[config.mk]
export PLATFORM = sky130hd
export DESIGN_NAME = bank_cmd_scheduler
export DESIGN_NICKNAME = d
export VERILOG_FILES = /design/src/rtl/bank_cmd_scheduler.sv
export SDC_FILE = /design/constraint.sdc
export NUM_CORES = 1
export LEC_CHECK = 0
export CAP_MARGIN = 10
export CORE_ASPECT_RATIO = 2
export CORE_MARGIN = 1
export CORE_UTILIZATION = 47
export DETAILED_ROUTE_END_ITERATION = 6
export DONT_BUFFER_PORTS = 1
export HOLD_SLACK_MARGIN = 0.12
export PLACE_DENSITY_LB_ADDON = 0.12
export SLEW_MARGIN = 15
export SYNTH_ARGS = -nofsm -noshare
export SYNTH_HDL_FRONTEND = slang
export SYNTH_SLANG_ARGS = --single-unit
[constraint.sdc]
create_clock -name clk -period 2.8 [get_ports clk]
set_input_delay 0.28 -clock clk [delete_from_list [all_inputs] [get_ports clk]]
set_output_delay 0.28 -clock clk [all_outputs]
set_load 0.1 [all_outputs]
[src/rtl/bank_cmd_scheduler.sv]
// Single-bank LPDDR command scheduler: open-page policy, tRCD/tRP/tRFC/burst spacing
// and periodic auto-refresh, driving one-cycle ACT/RD/WR/PR/REF strobes.
module bank_cmd_scheduler #(
  parameter int unsigned T_RCD  = 17,
  parameter int unsigned T_RP   = 17,
  parameter int unsigned T_RFC  = 34,
  parameter int unsigned T_REFI = 7800,
  parameter int unsigned BURST  = 8,
  parameter int unsigned ROW_W  = 16,
  parameter int unsigned COL_W  = 10
) (
  input  logic             clk,
  input  logic             rst,
  input  logic             req_valid_i,
  output logic             req_ready_o,
  input  logic             req_we_i,
  input  logic [ROW_W-1:0] req_row_i,
  input  logic [COL_W-1:0] req_col_i,
  output logic             cmd_act_o,
  output logic             cmd_rd_o,
  output logic             cmd_wr_o,
  output logic             cmd_pr_o,
  output logic             cmd_ref_o,
  output logic [ROW_W-1:0] cmd_row_o,
  output logic [COL_W-1:0] cmd_col_o,
  output logic             ref_pend_o,
  output logic             busy_o
);

  typedef enum logic [3:0] {
    S_IDLE       = 4'd0,
    S_ACT        = 4'd1,
    S_RCD_WAIT   = 4'd2,
    S_COL        = 4'd3,
    S_BURST_WAIT = 4'd4,
    S_ACTIVE     = 4'd5,
    S_PRE        = 4'd6,
    S_RP_WAIT    = 4'd7,
    S_REF        = 4'd8,
    S_RFC_WAIT   = 4'd9
  } state_e;

  // The strobe cycle itself counts toward each timing window, hence N-1.
  localparam logic [7:0]  RCD_LD   = 8'(T_RCD - 1);
  localparam logic [7:0]  RP_LD    = 8'(T_RP - 1);
  localparam logic [7:0]  RFC_LD   = 8'(T_RFC - 1);
  localparam logic [7:0]  BURST_LD = 8'(BURST - 1);
  localparam logic [15:0] REFI_LD  = 16'(T_REFI);

  state_e             state_q, state_d;
  logic [7:0]         cnt_q, cnt_d;
  logic [15:0]        refi_q, refi_d;
  logic               ref_pend_q, ref_pend_d;
  logic               ref_intent_q, ref_intent_d;
  logic               row_open_q, row_open_d;
  logic [ROW_W-1:0]   open_row_q, open_row_d;
  logic               lat_we_q, lat_we_d;
  logic [ROW_W-1:0]   lat_row_q, lat_row_d;
  logic [COL_W-1:0]   lat_col_q, lat_col_d;
  logic               cmd_act_q, cmd_rd_q, cmd_wr_q, cmd_pr_q, cmd_ref_q;
  logic [ROW_W-1:0]   cmd_row_q;
  logic [COL_W-1:0]   cmd_col_q;

  logic               accept_s;
  logic               cnt_zero_s;
  logic               row_hit_s;
  logic               refi_expire_s;
  logic               ref_clear_s;
  logic               we_src_s;
  logic [ROW_W-1:0]   row_src_s;
  logic [COL_W-1:0]   col_src_s;

  assign req_ready_o   = ((state_q == S_IDLE) || (state_q == S_ACTIVE)) && !ref_pend_q;
  assign accept_s      = req_valid_i && req_ready_o;
  assign cnt_zero_s    = (cnt_q == 8'd0);
  assign row_hit_s     = row_open_q && (req_row_i == open_row_q);
  assign refi_expire_s = (refi_q == 16'd1);
  assign ref_clear_s   = ((state_q == S_REF) || (state_q == S_RFC_WAIT)) && cnt_zero_s;

  // A request accepted this cycle feeds the next strobe directly; otherwise use the latched copy.
  assign we_src_s  = accept_s ? req_we_i  : lat_we_q;
  assign row_src_s = accept_s ? req_row_i : lat_row_q;
  assign col_src_s = accept_s ? req_col_i : lat_col_q;

  assign cmd_act_o  = cmd_act_q;
  assign cmd_rd_o   = cmd_rd_q;
  assign cmd_wr_o   = cmd_wr_q;
  assign cmd_pr_o   = cmd_pr_q;
  assign cmd_ref_o  = cmd_ref_q;
  assign cmd_row_o  = cmd_row_q;
  assign cmd_col_o  = cmd_col_q;
  assign ref_pend_o = ref_pend_q;
  assign busy_o     = (state_q != S_IDLE);

  always_comb begin
    state_d      = state_q;
    ref_intent_d = ref_intent_q;
    row_open_d   = row_open_q;
    open_row_d   = open_row_q;
    case (state_q)
      S_IDLE: begin
        if (ref_pend_q) begin
          state_d = S_REF;
        end else if (accept_s) begin
          state_d = S_ACT;
        end else begin
          state_d = S_IDLE;
        end
      end
      S_ACT: begin
        row_open_d = 1'b1;
        open_row_d = lat_row_q;
        state_d    = cnt_zero_s ? S_COL : S_RCD_WAIT;
      end
      S_RCD_WAIT:          state_d = cnt_zero_s ? S_COL : S_RCD_WAIT;
      S_COL, S_BURST_WAIT: state_d = cnt_zero_s ? S_ACTIVE : S_BURST_WAIT;
      S_ACTIVE: begin
        if (ref_pend_q) begin
          state_d      = S_PRE;
          ref_intent_d = 1'b1;
        end else if (accept_s) begin
          if (row_hit_s) begin
            state_d = S_COL;
          end else begin
            state_d      = S_PRE;
            ref_intent_d = 1'b0;
          end
        end else begin
          state_d = S_ACTIVE;
        end
      end
      S_PRE, S_RP_WAIT: begin
        row_open_d = 1'b0;
        if (cnt_zero_s) begin
          state_d = ref_intent_q ? S_REF : S_ACT;
        end else begin
          state_d = S_RP_WAIT;
        end
      end
      S_REF, S_RFC_WAIT:   state_d = cnt_zero_s ? S_IDLE : S_RFC_WAIT;
      default:             state_d = S_IDLE;
    endcase
  end

  // Strobe states last exactly one cycle, so landing in one always means a fresh load.
  always_comb begin
    case (state_d)
      S_ACT:   cnt_d = RCD_LD;
      S_COL:   cnt_d = BURST_LD;
      S_PRE:   cnt_d = RP_LD;
      S_REF:   cnt_d = RFC_LD;
      default: cnt_d = cnt_zero_s ? 8'd0 : (cnt_q - 8'd1);
    endcase
  end

  // An expiry while a refresh is already owed is dropped rather than queued.
  always_comb begin
    refi_d = refi_expire_s ? REFI_LD : (refi_q - 16'd1);
    if (refi_expire_s && !ref_pend_q) begin
      ref_pend_d = 1'b1;
    end else if (ref_clear_s) begin
      ref_pend_d = 1'b0;
    end else begin
      ref_pend_d = ref_pend_q;
    end
    if (accept_s) begin
      lat_we_d  = req_we_i;
      lat_row_d = req_row_i;
      lat_col_d = req_col_i;
    end else begin
      lat_we_d  = lat_we_q;
      lat_row_d = lat_row_q;
      lat_col_d = lat_col_q;
    end
  end

  always_ff @(posedge clk) begin
    if (rst) begin
      state_q      <= S_IDLE;
      cnt_q        <= 8'd0;
      refi_q       <= REFI_LD;
      ref_pend_q   <= 1'b0;
      ref_intent_q <= 1'b0;
      row_open_q   <= 1'b0;
      open_row_q   <= '0;
      lat_we_q     <= 1'b0;
      lat_row_q    <= '0;
      lat_col_q    <= '0;
      cmd_act_q    <= 1'b0;
      cmd_rd_q     <= 1'b0;
      cmd_wr_q     <= 1'b0;
      cmd_pr_q     <= 1'b0;
      cmd_ref_q    <= 1'b0;
      cmd_row_q    <= '0;
      cmd_col_q    <= '0;
    end else begin
      state_q      <= state_d;
      cnt_q        <= cnt_d;
      refi_q       <= refi_d;
      ref_pend_q   <= ref_pend_d;
      ref_intent_q <= ref_intent_d;
      row_open_q   <= row_open_d;
      open_row_q   <= open_row_d;
      lat_we_q     <= lat_we_d;
      lat_row_q    <= lat_row_d;
      lat_col_q    <= lat_col_d;
      cmd_act_q    <= (state_d == S_ACT);
      cmd_rd_q     <= (state_d == S_COL) && !we_src_s;
      cmd_wr_q     <= (state_d == S_COL) && we_src_s;
      cmd_pr_q     <= (state_d == S_PRE);
      cmd_ref_q    <= (state_d == S_REF);
      if (state_d == S_ACT) begin
        cmd_row_q <= row_src_s;
      end
      if (state_d == S_COL) begin
        cmd_col_q <= col_src_s;
      end
    end
  end

endmodule

After elaboration in Yosys (flattened, before gate mapping)
Index checks and enable logic that the tools add are counted.
{"block": "totals", "regBits": 105, "in_bits": 30, "out_inout_bits": 34, "elab_cells": 81}
{"block": "classes", "addsub": 2, "n_eq_ne": 16, "mux": 22, "reduce_logical": 24}
{"cell": "two-way mux 4 bit", "count": 6}
{"cell": "case mux 4 bit (6 select lines)", "count": 1}
{"cell": "case mux 8 bit (3 select lines)", "count": 1}
{"cell": "equality test 4 x 3 -> 1 bit, second input constant", "count": 5}
{"cell": "equality test 16 x 1 -> 1 bit, second input constant", "count": 1}
{"cell": "equality test 16 bit", "count": 1}
{"cell": "two-way mux 16 bit", "count": 1}
{"cell": "subtractor 16 x 1 -> 16 bit, second input constant", "count": 1}
{"cell": "equality test 4 x 2 -> 1 bit, second input constant", "count": 3}
{"cell": "equality test 4 bit, second input constant", "count": 3}
{"cell": "OR reduction 2 bit", "count": 6}
{"cell": "two-way mux 10 bit", "count": 1}
{"cell": "two-way mux 1 bit", "count": 9}
{"cell": "equality test 4 x 1 -> 1 bit, second input constant", "count": 2}
{"cell": "logical NOT 8 bit", "count": 1}
{"cell": "two-way mux 8 bit", "count": 1}
{"cell": "subtractor 8 x 1 -> 8 bit, second input constant", "count": 1}
{"cell": "logical AND 1 bit", "count": 7}
{"cell": "nonzero test 2 bit", "count": 3}
{"cell": "logical NOT 4 bit", "count": 1}
{"cell": "nonzero test 4 bit", "count": 1}
{"cell": "two-way mux 3 bit", "count": 1}
{"cell": "AND reduction 3 bit", "count": 1}
{"cell": "logical NOT 1 bit", "count": 2}
{"cell": "other kinds (3)", "count": 4}

Logic depth before layout (Yosys ltp)
Gate-level depths: netlist of the first run.
{"block": "logic_depth", "word_depth": 10, "depth_mapped": 12, "mapped_depth_nobuf": 9}

Worst setup path after synthesis of the first run
OpenSTA, ideal clock, no wires.
{"block": "synth_path", "kind": "register to register", "start": "register ref_pend_q (netlist: ref_pend_o)", "end": "register cmd_row_q[10] (netlist: cmd_row_o[10])", "setup_time_ns": 0.121, "arrival_ns": 2.663, "required_ns": 2.679, "setup_slack_ns": 0.016, "stages_incl_launch_ff": 10, "n_path_buf": 3, "synth_period_minus_slack_ns": 2.784, "cell_sequence": "dfxtp_1 nor2b_1 and3_1 buf_2 o22a_2 o221ai_4 and3_1 buf_6 buf_12 mux2_2"}
{"block": "synth_between", "elab_chain_cells": 7, "elab_cells_between_ends": 10, "classes_between": "eq/ne (1); mux (6); reduce/logical (3)"}
{"element": "from (decl)", "line": "53", "rtl": "logic ref_pend_q, ref_pend_d;"}
{"element": "from (signal assigned)", "line": "200", "rtl": "ref_pend_q <= ref_pend_d;"}
{"element": "logical NOT 1 bit", "line": "73", "rtl": "assign req_ready_o = ((state_q == S_IDLE) || (state_q == S_ACTIVE)) && !ref_pend_q;"}
{"element": "logical AND 1 bit", "line": "73"}
{"element": "logical AND 1 bit", "line": "74", "rtl": "assign accept_s = req_valid_i && req_ready_o;"}
{"element": "two-way mux 4 bit / two-way mux 1 bit (equally long branches)", "line": "121, 104"}
{"element": "two-way mux 4 bit, on equally long branches", "line": "118, 102"}
{"element": "case mux 4 bit (6 select lines)", "line": "100", "rtl": "case (state_q)"}
{"element": "equality test 4 x 1 -> 1 bit", "line": "212", "rtl": "if (state_d == S_ACT) begin"}
{"element": "to (signal assigned)", "line": "213", "rtl": "cmd_row_q <= row_src_s;"}
{"element": "to (decl)", "line": "61", "rtl": "logic [ROW_W-1:0] cmd_row_q;"}
Parallel ways exist; a longest one is shown, timed or not.
A chain may end at the register's enable or synchronous reset.

Worst setup path in the final report of the first run
{"block": "layout_path", "start": "register cnt_q[0]", "end": "register cmd_row_q[4] (netlist: cmd_row_o[4])"}
{"block": "layout_between", "elab_chain_cells": 4, "elab_cells_between_ends": 7, "classes_between": "eq/ne (1); mux (5); reduce/logical (1)"}
{"element": "from (decl)", "line": "51", "rtl": "logic [7:0] cnt_q, cnt_d;"}
{"element": "from (signal assigned)", "line": "198", "rtl": "cnt_q <= cnt_d;"}
{"element": "logical NOT 8 bit *", "line": "75", "rtl": "assign cnt_zero_s = (cnt_q == 8'd0);"}
{"element": "two-way mux 4 bit (tied with other cells)", "line": "140", "rtl": "S_REF, S_RFC_WAIT: state_d = cnt_zero_s ? S_IDLE : S_RFC_WAIT;"}
{"element": "case mux 4 bit (6 select lines) *", "line": "100"}
{"element": "equality test 4 x 1 -> 1 bit *", "line": "212"}
Every way passes the cells marked *; elsewhere a longest branch is shown, timed or not.

==> summary.txt, run 1 <==
EDFF count, synth - 0
Seq/Total Area, Yosys - 0.470
CTS resizes - 0
Layout Nets - 587
Initial DRT Pass Iterations - 7
Share of cells above drive strength 1 - 0.131
Synth area leader - dfxtp_1
Synth Net Count - 550
Top cells by count, synth - dfxtp_1, nand2_1, a21oi_1
Cell count after synthesis - 516
Std-Cell Rows - 50
Warnings, synthesis - 0
Final hold vios - 0
RSZ-0062 raised after global routing - false
Placer Congestion - 0.867
Synth Area in Compound Gates - 0.110
CTS Buf Count - 9
TritonCTS clock tree - yes
Initial antenna violation count - 0
Post-CTS Repair Setup Buffers - 0
CTS sink count - 105
First-pass GRT wire length - 17.3 mm
Core region area - 0.00932 sq mm
Worst Reg2Reg Path Length in Cells - 10
XOR/XNOR Fraction of Synth Area - 0.0647
Fmax - 384 MHz
Hold path start - req_col_i[2]
Post-route ant nets - 0
WS Path Type - reg -> reg
Setup TNS - 0 ns
Syn Area/Cell - 8.66 sq um
Synthesis-to-finish area growth - 17.7%
Minimum clock period - 2.60 ns
Max Cap Viol - 0
Final Max Tran Viols - 0
GR Util All Layers - 0.227
Min-Delay Endpoint - lat_col_q[2]
#FFs+latches synth - 105
Ant diodes - 0
Failing checks - DRC
Clock Path Buffers - 2
WHS Path Cells - 2
HPWL after DPL - 6.99 mm
DRC - 2
Final Cycle Share - 0.929
Htree depth - 3
Via density - 5.40
Synth top area share - 0.470
Die area - 0.00993 sq mm
Post-synth ARST share - 0
CTS root buf - clkbuf_16
Synth Area in Adders - 0.0112
Chip height - 140 microns
Layout Skew - 0.0104 ns
Number of fill cells - 885
CP Data Required Time - 3.03 ns
Final Hold Slack - 0.129 ns
Synth Area in Simple Gates - 0.259
Startpoint of the worst register-to-register path - cnt_q[0]
I/O pin cnt - 64
Hold Path Class - in -> reg
CP arrival - 2.83 ns
Critical path launch point type - flop
Vias in the first global route - 3573
Combinational family with the most area after synthesis - simple AND/OR/NAND/NOR gates
Worst-skew pair later-pin latency - 0.34 ns
Final setup violating endpoints - 0
Starting DRT DRC Count - 236
Routed WL per cell - 15.9 microns
Worst VDD drop - 604 uV
Leakage - 1.97 nW
Post-synthesis cell type count - 50
Mux cell area share after synthesis - 0.0451
Reg-to-Reg End - cmd_row_o[4]
Buffers on Ports - 0
Congestion Overflow GR - 0
PwrDens - 1050 mW/mm^2
Critical Path End Type - flop
Largest net degree at the start of global routing - 62
Die width - 71.0 microns
Initial core utilization - 0.479
Via Count - 3572
Crit-path max FO - 17
R2R Setup Slk - 0.20 ns
Status - complete, but fails checks
Slew HR - 0.327
Post-CTS Hold Buffers - 27
Post-Syn Area - 0.00447 sq mm
Slew @ Worst Pin - 1.01 ns
Ranking of synthesized cells by area - dfxtp_1, nand2_1, a21oi_1
Worst-path clk slew - 0.07 ns
Main flop type after synthesis - dfxtp_1
Final WL - 10.5 mm
flip-flops by register name (all words and copies together) (netlist names), 4 cells and up:
register,count
cmd_row_o,16
lat_row_q,16
open_row_q,16
refi_q,16
cmd_col_o,10
lat_col_q,10
cnt_q,8
state_q,4
kinds of logic after synthesis:
group / Yosys count
compound gates: 83
xor+xnor: 33
fa+ha+maj: 4
buf+inv: 35
flops: 105
mux: 18
simple gates: 238
critical path, cell delays in order (launching register included):
cell and delay (ns):
dfxtp_1 0.33, inv_1 0.08, ha_1 0.16, nor4b_4 0.30, and2_4 0.29, o211ai_1 0.10
and3_4 0.19, o221ai_4 0.21, and3_1 0.19, buf_4 0.26, mux2_2 0.37
layer usage:
metal	vias up	part of all wire	GRT usage
met1	1686	0.38	0.245
met3	14	0.036	0.0460
met5	-	0	0
met4	0	0.029	0.109
li1	1801	-	-
met2	71	0.55	0.411
cell type report:
type	instances	area, sq um	area share
Multi-Input combinational cell	376	2190	0.417
Sequential cell	105	2100	0.399
Inverter	5	18.8	0.00357
Clock buffer	12	256	0.0487
Clock inverter	4	57.6	0.0109
Tap cell	104	130	0.0247
Timing Repair Buffer	56	505	0.0961
cell usage in the layout (no fill, tap or decap), drive strengths merged, types with 3 or more instances in the layout:
| cell type | synthesis | final |
|---|---|---|
| o21ai | 18 | 18 |
| dfxtp | 105 | 105 |
| nor3 | 14 | 14 |
| dlygate4sd3 | 0 | 26 |
| nand2 | 105 | 105 |
| nand2b | 14 | 14 |
| xnor2 | 26 | 26 |
| a21o | 3 | 3 |
| buf | 9 | 30 |
| nor3b | 4 | 4 |
| ha | 4 | 4 |
| and2 | 5 | 5 |
| nand3 | 17 | 17 |
| nor4 | 6 | 6 |
| a21oi | 47 | 47 |
| and3 | 7 | 7 |
| mux2 | 17 | 17 |
| nor2b | 22 | 22 |
| nor2 | 28 | 28 |
| inv | 5 | 7 |
| xor2 | 7 | 7 |
| or3 | 5 | 5 |
| nand4 | 4 | 4 |
| clkbuf | 21 | 12 |
| or2 | 3 | 3 |
where the power goes:
group          total [W]  internal [W]  switching [W]
clock            0.00131      0.000753       0.000559
combinational    0.00213      0.000726        0.00140
sequential       0.00209       0.00173       0.000363
total            0.00553       0.00321        0.00232
through the flow:
step / instance area (sq um) / power, W / util / std cells / setup WS [ns]
5_1_grt: 5260 / 0.00583 / 0.565 / 662 / 0.0422
3_3_place_gp: 4660 / 0.00418 / 0.500 / 619 / 0.310
3_5_place_dp: 4660 / 0.00421 / 0.500 / 619 / 0.241
6_report: 5260 / 0.00553 / 0.565 / 662 / 0.198
4_1_cts: 5260 / 0.00557 / 0.565 / 662 / 0.215
2_1_floorplan: 4470 / 0.00385 / - / 516 / 0.0161
worst max-delay path by stage:
stage	startpoint	endpoint	slack [ns]	cells after the start
final	cnt_q[0]	cmd_row_o[4]	0.20	10
after global routing	cnt_q[0]	cmd_row_o[5]	0.04	10
after CTS	cnt_q[0]	cmd_row_o[13]	0.22	10
after global placement	cnt_q[0]	cmd_row_o[4]	0.31	10
after detailed placement	cnt_q[0]	cmd_row_o[13]	0.24	10
after floorplan	ref_pend_o	cmd_row_o[10]	0.02	9
Power figures use the tool's default switching activity.
==> run 2: changes to the inputs <==
PLACE_DENSITY_LB_ADDON = unset   (was 0.12)
RECOVER_POWER = 25   (was unset)
==> run 2 against run 1 <==
  * The flow still finishes with violations (DRC)
  * First-iteration DRC count is 0.42% lower
  * Power shrank 1.2%
  * Global-route usage shrank 0.95 points
  * Clock skew grew 0.00066 ns
  * Cell area fell by 1.0%
  * Core utilization fell by 0.58 points
  * Via count up 1.6%
  * Worst hold slack improved by 0.00077 ns
  * Sequential power barely moved
  * Highest routed layer unchanged
==> summary.txt, run 2 (same netlist as run 1, synthesis figures left out) <==
CP Data Required Time - 3.03 ns (about the same)
Congestion Overflow GR - 0 (unchanged)
Final instance area - 0.00521 sq mm (-1.0%)
Slew HR - 0.137 (-0.190)
CTS root buf - clkbuf_16
Placer Congestion - 0.884 (+2.0%)
WS Path Type - reg -> reg
Worst VDD drop - 591 uV (-2.1%)
Post-DP Area - 0.00467 sq mm (+0.16%)
Largest net degree at the start of global routing - 65 (+4.8%)
Switching Share - 0.430 (+0.00965)
Die area - 0.00993 sq mm (unchanged)
Layout Skew - 0.0111 ns (+0.000663 ns)
Htree depth - 3 (unchanged)
Startpoint of the worst register-to-register path - cnt_q[0]
Worst setup startpoint - cnt_q[0]
Core region area - 0.00932 sq mm (unchanged)
PwrDens - 1050 mW/mm^2 (-0.21%)
Status - complete, but fails checks
Hold Path Class - in -> reg
HPWL after DPL - 6.99 mm (about the same)
Worst-path clk slew - 0.08 ns (about the same)
Post-CTS Repair Setup Buffers - 0 (unchanged)
Ant diodes - 0 (unchanged)
Final hold vios - 0 (unchanged)
Setup TNS - 0 ns (unchanged)
Hold path start - rst
Final Max Tran Viols - 0 (unchanged)
Via Count - 3629 (+1.6%)
Fmax - 388 MHz (+0.90%)
Routed WL per cell - 15.5 microns (-2.4%)
GR Util All Layers - 0.217 (-0.00953)
Starting DRT DRC Count - 235 (-0.42%)
Failing checks - DRC
Max Cap Viol - 0 (unchanged)
Leakage - 1.91 nW (-3.2%)
DRC - 5 (+3)
CTS Buf Count - 9 (unchanged)
Initial DRT Pass Iterations - 7 (unchanged)
Std-Cell Rows - 50 (unchanged)
Synthesis-to-finish area growth - 16.5%
Switch Pwr - 0.00235 W (+1.0%)
RSZ-0062 raised after global routing - false
Number of fill cells - 840 (-5.1%)
Vias in the first global route - 3684 (+3.1%)
Final setup violating endpoints - 0 (unchanged)
Most frequent cells in the layout - nand2_1, dfxtp_1, a21oi_1
Crit-path max FO - 17 (unchanged)
Total Power - 0.00547 W (-1.2%)
Chip height - 140 microns (unchanged)
Layout Nets - 589 (+0.34%)
Die width - 71.0 microns (unchanged)
TritonCTS clock tree - yes
Final WL - 10.3 mm (-2.1%)
Buffers on Ports - 0 (unchanged)
Initial antenna violation count - 0 (unchanged)
Worst-skew pair later-pin latency - 0.34 ns (about the same)
CP arrival - 2.81 ns (-0.02 ns)
Share of cells above drive strength 1 - 0.100 (-0.0308)
Gate power share - 0.383 (-0.002)
Minimum clock period - 2.58 ns (-0.0231 ns)
Clk pwr share - 0.237 (about the same)
CTS resizes - 0 (unchanged)
Int Pwr - 0.00312 W (-2.9%)
CTS sink count - 105 (unchanged)
Sequential share of power - 0.381 (+0.003)
Post-CTS Hold Buffers - 28 (+3.7%)
Clock Path Buffers - 2 (unchanged)
Via density - 5.47 (+1.3%)
Critical Path End Type - flop
Critical path launch point type - flop
Final Cycle Share - 0.921 (-0.00826)
Slew @ Worst Pin - 1.29 ns (+0.286 ns)
I/O pin cnt - 64 (unchanged)
Post-route ant nets - 0 (unchanged)
First-pass GRT wire length - 16.9 mm (-2.2%)
Initial core utilization - 0.479 (unchanged)
-- run 2: power groups by stage --
stage | clock network, W | logic, W | registers (W)
after global routing | 0.00138 | 0.00225 | 0.00211
after global placement | 0 | 0.00205 | 0.00211
after floorplan | 0 | 0.00138 | 0.00247
final | 0.00129 | 0.00209 | 0.00208
after CTS | 0.00132 | 0.00215 | 0.00208
after detailed placement | 0 | 0.00209 | 0.00211
-- run 2: final cells by class --
class	count	area, sq um	share of cell area
clock buffer	9	225	0.0432
clock inverter	7	88.8	0.0171
inverter	5	18.8	0.00360
multi-input combinational	376	2190	0.421
sequential	105	2100	0.404
tap	104	130	0.0250
timing repair buffer	58	452	0.0867
-- run 2: layer usage --
metal  wire, microns  track usage
met5               0            0
met4             295        0.109
met3             355       0.0338
met2            5720        0.411
met1            3940        0.224
-- run 2: worst max-delay path, stage by stage, from the launching register on --
cell	delay, ns
dfxtp_1	0.32
inv_1	0.08
ha_1	0.14
nor4b_4	0.30
and2_4	0.30
o211ai_1	0.10
and3_4	0.17
o221ai_4	0.23
and3_1	0.20
buf_4	0.26
mux2_2	0.36
-- run 2: stage by stage --
step | hold slack (ns) | setup WS, ns | std cells | util
after floorplan | 0.430 | 0.0161 | 516 | -
after global placement | 0.369 | 0.296 | 620 | 0.501
after detailed placement | 0.375 | 0.226 | 620 | 0.501
after CTS | 0.122 | 0.212 | 664 | 0.566
after global routing | 0.137 | 0.0134 | 664 | 0.559
final | 0.130 | 0.221 | 664 | 0.559
-- run 2: worst paths after layout --
kind	slack [ns]	endpoint	cells past startpoint
worst min register to register	0.45	open_row_q[15]	2
worst min-delay path	0.13	cmd_col_o[9]	2
worst max-delay path	0.22	cmd_row_o[8]	10
worst max register to register	0.22	cmd_row_o[8]	10
==> run 3: changes to the inputs <==
--- a/config.mk
+++ b/config.mk
@@ -15,3 +15,2 @@
 export RECOVER_POWER = 25
-export SLEW_MARGIN = 15
 export SYNTH_ARGS = -nofsm -noshare
==> constraint.sdc (replaced) <==
create_clock -name clk -period 2.5 [get_ports clk]
set_input_delay 0.5 -clock clk [delete_from_list [all_inputs] [get_ports clk]]
set_output_delay 0.5 -clock clk [all_outputs]
set_load 0.1 [all_outputs]
==> run 3 against run 2 <==
  * The run still ends with DRC left
  * Core utilization is 0.91 points lower
  * Die area stayed put
  * Critical path type unchanged
  * Cell area down 1.6%
  * Wire length up 1.4%
==> summary.txt, run 3 (same netlist as run 1, synthesis figures left out) <==
Max Cap Viol - 0 (unchanged)
Final Cycle Share - 0.971 (+0.0496)
Largest net degree at the start of global routing - 90 (+38%)
Minimum clock period - 2.43 ns (-0.152 ns)
Hold Path Class - in -> reg
Slew HR - 0.158 (+0.0214)
First-pass GRT wire length - 16.5 mm (-2.2%)
CP Capture Point - cmd_row_o[13]
Failing checks - DRC
Via density - 5.42 (-0.87%)
Setup TNS - 0 ns (unchanged)
CTS Buf Count - 9 (unchanged)
Vias in the first global route - 3435 (-6.8%)
Fmax - 412 MHz (+6.3%)
Crit-path max FO - 7 (-10)
I/O pin cnt - 64 (unchanged)
Die width - 71.0 microns (unchanged)
HPWL after DPL - 7.40 mm (+5.9%)
Congestion Overflow GR - 0 (unchanged)
CP arrival - 2.66 ns (-0.15 ns)
Chip height - 140 microns (unchanged)
Layout Skew - 0.00749 ns (-0.00356 ns)
Initial core utilization - 0.479 (unchanged)
Startpoint of the worst register-to-register path - cnt_q[0]
Initial DRT Pass Iterations - 7 (unchanged)
Starting DRT DRC Count - 189 (-20%)
Slew @ Worst Pin - 1.26 ns (-0.0321 ns)
Ant diodes - 0 (unchanged)
Routed WL per cell - 15.8 microns (+1.8%)
Worst-path clk slew - 0.07 ns (about the same)
Placer Congestion - 0.840 (-5.0%)
Buffers on Ports - 0 (unchanged)
Leakage - 1.88 nW (-1.8%)
Initial antenna violation count - 0 (unchanged)
Reg-to-Reg End - cmd_row_o[13]
PwrDens - 1260 mW/mm^2 (+20%)
Via Count - 3581 (-1.3%)
Layout Nets - 586 (-0.51%)
Worst setup startpoint - cnt_q[0]
CP Data Required Time - 2.73 ns (-0.30 ns)
CTS sink count - 105 (unchanged)
Final setup violating endpoints - 0 (unchanged)
Most frequent cells in the layout - nand2_1, dfxtp_1, a21oi_1
Final Core Density - 0.550 (-0.00913)
Clock Path Buffers - 2 (unchanged)
Worst-skew pair later-pin latency - 0.34 ns (about the same)
Worst Reg2Reg Path Length in Cells - 10 (unchanged)
Pre-CTS WS - 0.0295 ns (-0.197 ns)
Critical Path End Type - flop
Die area - 0.00993 sq mm (unchanged)
DRC - 5 (unchanged)
Final WL - 10.4 mm (+1.4%)
Share of cells above drive strength 1 - 0.133 (+0.0329)
TritonCTS clock tree - yes
Status - complete, but fails checks
Worst VDD drop - 581 uV (-1.7%)
Htree depth - 3 (unchanged)
GR Util All Layers - 0.212 (-0.00492)
R2R Setup Slk - 0.07 ns (-0.15 ns)
Post-route ant nets - 0 (unchanged)
CTS root buf - clkbuf_16
Slack of the critical path - 0.0737 ns (-0.148 ns)
Final Max Tran Viols - 0 (unchanged)
WS Path Type - reg -> reg
Critical path launch point type - flop
Core region area - 0.00932 sq mm (unchanged)
Final hold vios - 0 (unchanged)
Std-Cell Rows - 50 (unchanged)
Synthesis-to-finish area growth - 14.6%
Commonest non-fill, non-tap cell in the layout - nand2_1
-- run 3: changes by cell type in the layout (fill, tap and decap cells not counted), sizes merged --
cell / change
dlygate4sd3: -27
clkbuf: +15
buf: +10
clkinv: -2
bufinv: +1
-- run 3: metrics by stage --
step / hold slack [ns] / cell area [sq um] / total power, W / cells
after floorplan: 0.430 / 4470 / 0.00431 / 516
after global placement: 0.430 / 4850 / 0.00485 / 642
after detailed placement: 0.439 / 4850 / 0.00489 / 642
after CTS: 0.211 / 5170 / 0.00642 / 658
after global routing: 0.216 / 5120 / 0.00676 / 661
final: 0.230 / 5120 / 0.00646 / 661
-- run 3: what timing repair did --
item	4_1_cts	5_1_grt
buffers inserted	0	1
gates resized for setup	0	10
setup endpoints to repair	0	29
hold buffers	0	0
-- run 3: power by group --
group / internal, W / total, W / switching (W)
combinational: 0.000934 / 0.00284 / 0.00190
sequential: 0.00194 / 0.00210 / 0.000157
clock: 0.000892 / 0.00153 / 0.000636
total: 0.00377 / 0.00646 / 0.00269
-- run 3: final cells by class --
type / instances / area [sq um]
clock inverter: 6 / 97.6
fill: 911 / 4200
tap: 104 / 130
sequential: 105 / 2100
inverter: 5 / 18.8
timing repair buffer: 55 / 324
multi-input combinational: 376 / 2220
clock buffer: 10 / 229
-- run 3: worst max-delay path, cell delays in order (launching register included) --
cell       delay [ns]
dfxtp_2          0.33
inv_2            0.08
ha_4             0.13
nor4b_4          0.32
and2_4           0.24
o211ai_1         0.09
and3_4           0.21
o221ai_4         0.17
and3_4           0.26
clkbuf_16        0.17
mux2_2           0.32
-- run 3: worst min path at each step --
stage / startpoint / endpoint / slack, ns / depth (start not counted)
3_3_place_gp: lat_row_q[9] / open_row_q[9] / 0.43 / 2
5_1_grt: rst / ref_pend_o / 0.22 / 1
2_1_floorplan: refi_q[0] / refi_q[0] / 0.43 / 1
3_5_place_dp: lat_row_q[4] / open_row_q[4] / 0.44 / 2
6_report: rst / ref_pend_o / 0.23 / 1
4_1_cts: rst / ref_pend_o / 0.21 / 1
-- run 3: layer usage --
layer  wire, microns  GRT usage  share of wire  vias up
met5               0          0              0        -
met2            5720      0.391           0.55       70
li1                -          -              -     1804
met3             349     0.0367          0.033       26
met1            3990      0.223           0.38     1681
met4             389      0.115          0.037        0
